## src/rtl/membus_pkg.sv

```systemverilog
// Shared types and constants for the membus word-copy DMA.
package membus_pkg;

    typedef enum logic [2:0] {
        ST_IDLE,
        ST_RD_GAP,
        ST_RD,
        ST_WR_GAP,
        ST_WR,
        ST_FIN
    } state_e;

    localparam logic [3:0]  WSTRB_RD  = 4'h0;
    localparam logic [3:0]  WSTRB_WR  = 4'hF;
    localparam logic [31:0] ADDR_STEP = 32'd4;
    localparam logic [31:0] ADDR_MASK = 32'hFFFF_FFFC;

    // One bus request as launched by the engine.
    typedef struct packed {
        logic [31:0] addr;
        logic [31:0] wdata;
        logic [3:0]  wstrb;
    } mem_req_t;

    function automatic logic [31:0] word_align(input logic [31:0] a);
        return a & ADDR_MASK;
    endfunction

endpackage

```

## src/rtl/membus_phase.sv

```systemverilog
// Single bus request: holds valid/addr/wdata/wstrb until ready or timeout.
module membus_phase
    import membus_pkg::*;
#(
    parameter int unsigned TIMEOUT = 255
) (
    input  logic        clk,
    input  logic        rst,
    input  logic        launch_i,
    input  mem_req_t    req_i,
    input  logic        mem_ready,
    output logic        mem_valid,
    output logic [31:0] mem_addr,
    output logic [31:0] mem_wdata,
    output logic [3:0]  mem_wstrb,
    output logic        ok_c,
    output logic        timeout_c
);

    localparam int unsigned CNT_W = $clog2(TIMEOUT + 1);

    logic             valid_q;
    logic [31:0]      addr_q;
    logic [31:0]      wdata_q;
    logic [3:0]       wstrb_q;
    logic [CNT_W-1:0] cnt_q;

    // Ready in the last allowed cycle still completes the request.
    assign ok_c      = valid_q & mem_ready;
    assign timeout_c = valid_q & ~mem_ready & (cnt_q == CNT_W'(TIMEOUT - 1));

    always_ff @(posedge clk) begin
        if (rst) begin
            valid_q <= 1'b0;
            addr_q  <= '0;
            wdata_q <= '0;
            wstrb_q <= '0;
            cnt_q   <= '0;
        end else if (launch_i) begin
            valid_q <= 1'b1;
            addr_q  <= req_i.addr;
            wdata_q <= req_i.wdata;
            wstrb_q <= req_i.wstrb;
            cnt_q   <= '0;
        end else if (ok_c || timeout_c) begin
            valid_q <= 1'b0;
        end else if (valid_q) begin
            cnt_q <= cnt_q + CNT_W'(1);
        end
    end

    assign mem_valid = valid_q;
    assign mem_addr  = addr_q;
    assign mem_wdata = wdata_q;
    assign mem_wstrb = wstrb_q;

endmodule

```

## src/rtl/membus_dma.sv

```systemverilog
// Word-copy DMA initiator on the picorv32 native memory bus.
module membus_dma
    import membus_pkg::*;
#(
    parameter int unsigned TIMEOUT = 255,
    parameter int unsigned LEN_W   = 16
) (
    input  logic             clk,
    input  logic             rst,
    input  logic             start,
    input  logic [31:0]      src_addr,
    input  logic [31:0]      dst_addr,
    input  logic [LEN_W-1:0] word_cnt,
    output logic             busy,
    output logic             done,
    output logic             err,
    output logic [LEN_W-1:0] xfer_cnt,
    output logic             mem_valid,
    input  logic             mem_ready,
    output logic [31:0]      mem_addr,
    output logic [31:0]      mem_wdata,
    output logic [3:0]       mem_wstrb,
    input  logic [31:0]      mem_rdata
);

    state_e           state_q;
    logic [31:0]      src_q;
    logic [31:0]      dst_q;
    logic [31:0]      buf_q;
    logic [LEN_W-1:0] rem_q;
    logic [LEN_W-1:0] xfer_q;
    logic             busy_q;
    logic             done_q;
    logic             err_q;

    logic             launch_c;
    logic             rd_gap_c;
    logic             ok_c;
    logic             timeout_c;
    mem_req_t         req_c;

    // Gap states launch the next request so valid rises one cycle later.
    assign rd_gap_c = (state_q == ST_RD_GAP);
    assign launch_c = rd_gap_c || (state_q == ST_WR_GAP);
    assign req_c    = '{addr:  rd_gap_c ? src_q : dst_q,
                        wdata: buf_q,
                        wstrb: rd_gap_c ? WSTRB_RD : WSTRB_WR};

    membus_phase #(.TIMEOUT(TIMEOUT)) u_phase (
        .clk       (clk),
        .rst       (rst),
        .launch_i  (launch_c),
        .req_i     (req_c),
        .mem_ready (mem_ready),
        .mem_valid (mem_valid),
        .mem_addr  (mem_addr),
        .mem_wdata (mem_wdata),
        .mem_wstrb (mem_wstrb),
        .ok_c      (ok_c),
        .timeout_c (timeout_c)
    );

    always_ff @(posedge clk) begin
        if (rst) begin
            state_q <= ST_IDLE;
            src_q   <= '0;
            dst_q   <= '0;
            buf_q   <= '0;
            rem_q   <= '0;
            xfer_q  <= '0;
            busy_q  <= 1'b0;
            done_q  <= 1'b0;
            err_q   <= 1'b0;
        end else begin
            done_q <= 1'b0;
            unique case (state_q)
                ST_IDLE: begin
                    if (start) begin
                        src_q  <= word_align(src_addr);
                        dst_q  <= word_align(dst_addr);
                        rem_q  <= word_cnt;
                        err_q  <= 1'b0;
                        xfer_q <= '0;
                        if (word_cnt == '0) begin
                            state_q <= ST_FIN;
                            done_q  <= 1'b1;
                        end else begin
                            state_q <= ST_RD_GAP;
                            busy_q  <= 1'b1;
                        end
                    end
                end
                ST_RD_GAP: state_q <= ST_RD;
                ST_RD: begin
                    if (ok_c) begin
                        buf_q   <= mem_rdata;
                        src_q   <= src_q + ADDR_STEP;
                        state_q <= ST_WR_GAP;
                    end else if (timeout_c) begin
                        err_q   <= 1'b1;
                        done_q  <= 1'b1;
                        busy_q  <= 1'b0;
                        state_q <= ST_FIN;
                    end
                end
                ST_WR_GAP: state_q <= ST_WR;
                ST_WR: begin
                    if (ok_c) begin
                        dst_q  <= dst_q + ADDR_STEP;
                        xfer_q <= xfer_q + LEN_W'(1);
                        rem_q  <= rem_q - LEN_W'(1);
                        if (rem_q == LEN_W'(1)) begin
                            done_q  <= 1'b1;
                            busy_q  <= 1'b0;
                            state_q <= ST_FIN;
                        end else begin
                            state_q <= ST_RD_GAP;
                        end
                    end else if (timeout_c) begin
                        err_q   <= 1'b1;
                        done_q  <= 1'b1;
                        busy_q  <= 1'b0;
                        state_q <= ST_FIN;
                    end
                end
                ST_FIN:  state_q <= ST_IDLE;
                default: state_q <= ST_IDLE;
            endcase
        end
    end

    assign busy     = busy_q;
    assign done     = done_q;
    assign err      = err_q;
    assign xfer_cnt = xfer_q;

endmodule

```

## config.mk

```make
export PLATFORM = sky130hd
export DESIGN_NAME = membus_dma
export DESIGN_NICKNAME = d
export VERILOG_FILES = /design/src/rtl/membus_pkg.sv /design/src/rtl/membus_phase.sv /design/src/rtl/membus_dma.sv
export SDC_FILE = /design/constraint.sdc
export NUM_CORES = 1
export LEC_CHECK = 0
export BUFFER_PORTS_ARGS = -buffer_cell sky130_fd_sc_hd__buf_2
export CAP_MARGIN = 20
export CORE_ASPECT_RATIO = 1.4
export CORE_MARGIN = 2
export CORE_UTILIZATION = 49
export CTS_BUF_LIST = sky130_fd_sc_hd__clkbuf_4 sky130_fd_sc_hd__clkbuf_8
export DETAILED_ROUTE_END_ITERATION = 10
export GPL_ROUTABILITY_DRIVEN = 0
export PLACE_DENSITY_LB_ADDON = 0.12
export SYNTH_ARGS = -nofsm -noshare
export SYNTH_HDL_FRONTEND = slang
export SYNTH_SLANG_ARGS = --single-unit
```

## constraint.sdc

```tcl
create_clock -name clk -period 2.7 [get_ports clk]
set_input_delay 0 -clock clk [delete_from_list [all_inputs] [get_ports clk]]
set_output_delay 0 -clock clk [all_outputs]
set_load 0.05 [all_outputs]
```

=== Word level (Yosys, flattened, before mapping) ===
Index checks and enable logic that the tools add are counted.

* Memories kept: 0
* RAM bits: 0
* Latch bits: 0
* Memory bits (read-only): 0
* Bits of input ports: 116
* Output and inout bits: 88
* Flip-flop bits (word level): 211

* Div/mod/pow operators: 0
* Bitwise logic cells: 5
* Reduce and logical (&&, ||, !) cells: 17
* Shift operators: 0
* Order comparisons: 0
* Add/sub/neg operators: 5
* Multiply operators: 0
* Multiplexer cells: 41
* Eq/ne operators: 14

{| class="wikitable"
|+ Operator list
! operator !! count
|-
| $mux 32 || 5
|-
| $pmux 32 s2 || 2
|-
| $add 32x3->32 const B || 2
|-
| $mux 16 || 4
|-
| $pmux 16 s2 || 2
|-
| $mux 3 || 6
|-
| $mux 1 || 17
|-
| $add 16x1->16 const B || 1
|-
| $eq 16x1->1 const B || 1
|-
| $logic_not 16->1 || 1
|-
| $sub 16x1->16 const B || 1
|-
| $pmux 3 s5 || 1
|-
| $add 8x1->8 const B || 1
|-
| $eq 8x8->1 const B || 1
|-
| $ne 2x2->1 const B || 4
|-
| $reduce_bool 2->1 || 4
|-
| $eq 3x2->1 const B || 2
|-
| $ne 2x1->1 const B || 3
|-
| $pmux 1 s3 || 2
|-
| $reduce_and 3->1 || 2
|-
| $reduce_and 5->1 || 1
|-
| $mux 4 || 1
|-
| $reduce_and 2->1 || 2
|-
| $reduce_and 4->1 || 1
|-
| other kinds (10) || 15
|}

=== Longest topological paths before layout ===
* Depth in word-level cells: 6
* Depth in mapped cells: 9
* Gate-level depth less buffers: 7

=== Cells and area by module ===
Synthesis repeated with hierarchy kept, for this count alone.

* Cells, all modules: 1261
* Area total of the unflattened synthesis: 10416.2 um^2

{| class="wikitable"
|+ By module, submodules not included
! module !! times used !! cells each !! area an instance (um^2)
|-
| membus_dma || 1 || 981 || 7469.7
|-
| membus_phase || 1 || 280 || 2946.6
|}

=== Worst setup path before layout ===
No wires, ideal clock.

* Kind: register -> register
* Start: register u_phase.valid_q (netlist: u_phase.mem_valid)
* End: register rem_q[4]
* Buffers on the path: 3
* Cell stages (with the launch flop): 8
* Data arrival time: 2.030 ns
* Data required time: 2.630 ns
* Path slack: 0.600 ns
* Library setup time: 0.070 ns
* Path through: dfxtp_1 -> and3_1 -> clkbuf_1 -> o21a_1 -> clkbuf_1 -> buf_1 -> nand2_1 -> a21oi_1

* Longest elaborated chain between the ends: 3

{| class="wikitable"
|+ Ends and longest elaborated chain
! item !! RTL line !! source
|-
| start, declared || membus_phase.sv:22 || <nowiki>logic valid_q;</nowiki>
|-
| start signal, assigned || membus_phase.sv:34 || <nowiki>valid_q <= 1'b0;</nowiki>
|-
| start signal, assigned || membus_phase.sv:40 || <nowiki>valid_q <= 1'b1;</nowiki>
|-
| start signal, assigned || membus_phase.sv:46 || <nowiki>valid_q <= 1'b0;</nowiki>
|-
| $and 1x1->1 || membus_phase.sv:29 || <nowiki>assign ok_c = valid_q & mem_ready;</nowiki>
|-
| $ne 2x1->1 (no source line) || - ||
|-
| $reduce_and 3->1 (no source line) || - ||
|-
| end signal, assigned || membus_dma.sv:81 || <nowiki>rem_q <= word_cnt;</nowiki>
|-
| end signal, assigned || membus_dma.sv:111 || <nowiki>rem_q <= rem_q - LEN_W'(1);</nowiki>
|-
| end, declared || membus_dma.sv:30 || <nowiki>logic [LEN_W-1:0] rem_q;</nowiki>
|}

No other way between the ends.
A chain may end at the register's enable or synchronous reset.

=== Worst setup path in the final report ===
* Start: register state_q[0]
* End: register done_q (netlist: done)

* Longest elaborated chain between the ends: 2
* Elaborated cells on any way between the ends: 4

{| class="wikitable"
|+ Ends and longest elaborated chain
! item !! RTL line !! source
|-
| start, declared || membus_dma.sv:26 || <nowiki>state_e state_q;</nowiki>
|-
| start signal, assigned || membus_dma.sv:65 || <nowiki>state_q <= ST_IDLE;</nowiki>
|-
| start signal, assigned || membus_dma.sv:85 || <nowiki>state_q <= ST_FIN;</nowiki>
|-
| start signal, assigned || membus_dma.sv:88 || <nowiki>state_q <= ST_RD_GAP;</nowiki>
|-
| $eq 3x3->1 (tied with other cells) || membus_dma.sv:76 || <nowiki>unique case (state_q)</nowiki>
|-
| $pmux 1 s3 (*) || membus_dma.sv:76 ||
|-
| end signal, assigned || membus_dma.sv:72 || <nowiki>done_q <= 1'b0;</nowiki>
|-
| end signal, assigned || membus_dma.sv:75 || <nowiki>done_q <= 1'b0;</nowiki>
|-
| end signal, assigned || membus_dma.sv:86 || <nowiki>done_q <= 1'b1;</nowiki>
|-
| end, declared || membus_dma.sv:33 || <nowiki>logic done_q;</nowiki>
|}

Mark *: on every way between the ends. The rest lies on a longest branch, timed or not.

==> results.md <==
* Status: finished, final reports clean
* Total Routing Usage GR at 0.274
* Crit path max fanout at 9
* WL/cell at between 15 and 20 um
* Clock power share at 0.339
* Max Buffers Root-to-Sink at 3
* Register bit total from synthesis at a little over 200
* TritonCTS clock tree: built
* Max Fclk at slightly above 0.4 GHz
* Netlist cell types at a little over 70
* CP endpoint kind: flop
* Setup tns final at 0 ns
* Post-Route M1 WL at around 13000 um
* Worst Setup Path Type: flop to flop
* Top Layer Used: met4
* Area delta synth->final at 31.6%
* Synth top area share at 0.408
* Ant diodes at 0
* Die ar. at 0.0214 sq mm
* Worst path required time at between 3 and 4 ns
* Row count at between 60 and 70
* Placed Instances at 1670
* HPWL after DPL at around 20000 um
* P_int at 5.68 mW
* Endpoints failing setup at 0
* Metal2 WL at 14400 um
* Worst Max-Slew Pin Slew at a little under 0.8 ns
* Sw power at 2.85 mW
* Sequential area share after synthesis at 0.408
* Worst path buffer plus inverter count at 2
* Vias/cell at between 5 and 6
* DRT antenna net count at 0
* Drt pass-1 iters at 5
* Filler-free cell count of the finished design at about 1800
* Critical path arrival at 2.86 ns
* Min cycle time layout at about 2.4 ns
* Top Ports at between 200 and 250
* Via count at roughly 10000
* Max Cap Viol at 0
* Fin Hold WS at around 0.091 ns
* Rel. slew slack at 0.470
* Leakage at about 5.0 nW
* Post-CTS resize count at 0
* Worst clock skew at about 0.013 ns
* Dominant cells by area after synthesis: dfxtp_1, nand2_1, a21oi_1
* Worst path cell trace: buf_4, nor3_1, nand3_1, nor2_1, nand2_1, dlygate4sd3_1, a31oi_1
* Worst-Skew Late Latency at 0.51 ns
* Final Util at 0.657
* Avg Synthesized Cell Area at 7.69 sq um
* Final Net Count at ~1700
* Slowest cell on the critical path: dlygate4sd3_1
* First-pass GRT wire length at approximately 47000 um
* CP startpoint kind: flop
* Maximum vdd drop at around 0.36 mV
* # clock sinks at between 200 and 250
* Power, Total at roughly 8.5 mW
* Switching Fraction at 0.334
* Initial antenna violation count at 0
* Setup bufs post-CTS at 0
* Combinational share of power at 0.243
* CTS clk-pin slew, worst paths at ~0.07 ns
* 1st-iter DRT viols at between 600 and 700
* Die width at roughly 120 um
* Remaining DRCs at 0
* Top cell family by delay on the critical path: simple AND/OR/NAND/NOR gates
* Core area at ~0.02 sq mm
* Initial Util at 0.499
* Largest net degree at the start of global routing at 159
* Number of global-route vias before repair at approximately 9600
* RSZ-0062 raised after global routing: false
* Ys async rst share at 0
* Grt ovf at 0
* Cell Pwr Density at 654 mW/mm^2
* Slew Limit Fails at 0
* Tcrit/Tclk final at 0.901
* Share of layout cells above drive strength 1 at 0.195
* Synth Cell Area at 0.00991 sq mm
* Synth Flop Type: dfxtp_1
* EDFF count, synth at 0
* H-tree levels at 2
* Buffers on Ports at approximately 200
* Hold WC Path Type: primary input to flop
* Flop pwr share at 0.419
* Die Span Y at around 170 um
* Ys Warns at 0
* Root buffer cell: clkbuf_8
* Clock buffer count from CTS at 35
* Final wirelength at roughly 30000 um
* Met3 WL at 2030 um
* Synth Instances at about 1300
* Final Hold Fails at 0
* Largest area contributor in the netlist: dfxtp_1
* CP max stage delay at roughly 0.57 ns
==> area by class of cell <==
class | count | area (sq um)
fill | 1751 | 6810
inverter | 15 | 56.3
clock inverter | 3 | 15.0
timing repair buffer | 342 | 2460
multi-input combinational | 969 | 5430
clock buffer | 56 | 714
sequential | 202 | 4050
tap | 252 | 315
==> metrics by stage <==
step                      cell area, sq um  setup WS [ns]
after global routing                 13000          0.172
after floorplan                       9910          0.600
after CTS                            13000          0.296
after detailed placement             11200          0.323
final                                13000          0.268
after global placement               11200          0.360
==> flip-flops by register name, summed over array words and instances, names as in the netlist <==
signal             count
err                    1
u_phase.mem_addr      30
u_phase.mem_valid      1
buf_q                 32
u_phase.mem_wstrb      1
xfer_cnt              16
src_q                 30
rem_q                 16
busy                   1
state_q                3
u_phase.mem_wdata     32
u_phase.cnt_q          8
dst_q                 30
done                   1
==> tightest hold or removal path, cell delays in order <==
cell and delay (ns):
buf_2 0.13, nand2b_1 0.17, nor4_1 0.09, xnor2_1 0.13
nor2_1 0.04
==> kinds of logic after synthesis <==
group	after synthesis	share of synthesized area
muxes	36	0.0368
xor gates and xnor gates	19	0.0168
and+or+nand+nor	555	0.259
DFF	202	0.408
adders and majority gates	8	0.00985
other	1	0.000379
buffers and inverters	119	0.0481
AOI/OAI and AO/OA	349	0.221
==> cell usage after synthesis, drive strengths merged (25+ instances only) <==
library cell / instances
nor3: 37
nand3: 39
nor2: 118
nand2: 232
dfxtp: 202
a21oi: 139
mux2i: 33
clkbuf: 83
nand4: 25
nor4: 25
o21ai: 55
a211oi: 42
==> repair_timing <==
item / CTS / global route
hold endpoints to repair: 112 / 0
hold buffers: 110 / 0
endpoints found under the setup margin: 0 / 0
==> power groups by stage <==
| stage | registers [mW] | logic, mW | clock network (mW) |
|---|---|---|---|
| floorplan | 3.79 | 1.12 | 0 |
| finish | 3.57 | 2.07 | 2.89 |
| detailed placement | 3.62 | 1.93 | 0 |
| CTS | 3.56 | 2.06 | 2.95 |
| global placement | 3.61 | 1.91 | 0 |
| global route | 3.61 | 2.24 | 3.08 |
==> layer usage <==
layer	vias to the layer above	track usage
met5	-	0
met3	65	0.0445
met1	4851	0.346
li1	5187	-
met2	395	0.466
met4	0	0.104
==> path summary, 6_finish.rpt <==
| kind | start | end | slack (ns) | depth (start not counted) |
|---|---|---|---|---|
| setup reg to reg | state_q[0]$_SDFFE_PP0N_ | done$_SDFF_PP0_ | 0.27 | 7 |
| setup / recovery | state_q[0]$_SDFFE_PP0N_ | done$_SDFF_PP0_ | 0.27 | 7 |
| hold reg to reg | buf_q[10]$_SDFFE_PP0P_ | u_phase.mem_wdata[10]$_SDFFE_PP0P_ | 0.45 | 2 |
| hold / removal | mem_ready | u_phase.cnt_q[7]$_SDFFE_PP0P_ | 0.09 | 5 |
==> placed cells by master (no fill, tap or decap), types with 8 or more instances in the layout <==
cell           count
and3_1            21
nor3_1            36
o31ai_1            9
a211oi_1          41
o21ai_0           48
buf_12             9
buf_2            196
nor4_1            23
nand4_1           25
clkbuf_8          47
a21oi_1          139
a31oi_1           17
dlygate4sd3_1    110
inv_1             14
nor2_1           117
or3_1             12
xnor2_1           12
or4_1              8
clkbuf_4           9
nand3_1           39
and2_1            10
o21a_1             9
nand2_1          232
buf_4             27
mux2i_1           33
dfxtp_1          201
(Power assumes the default switching activity.)
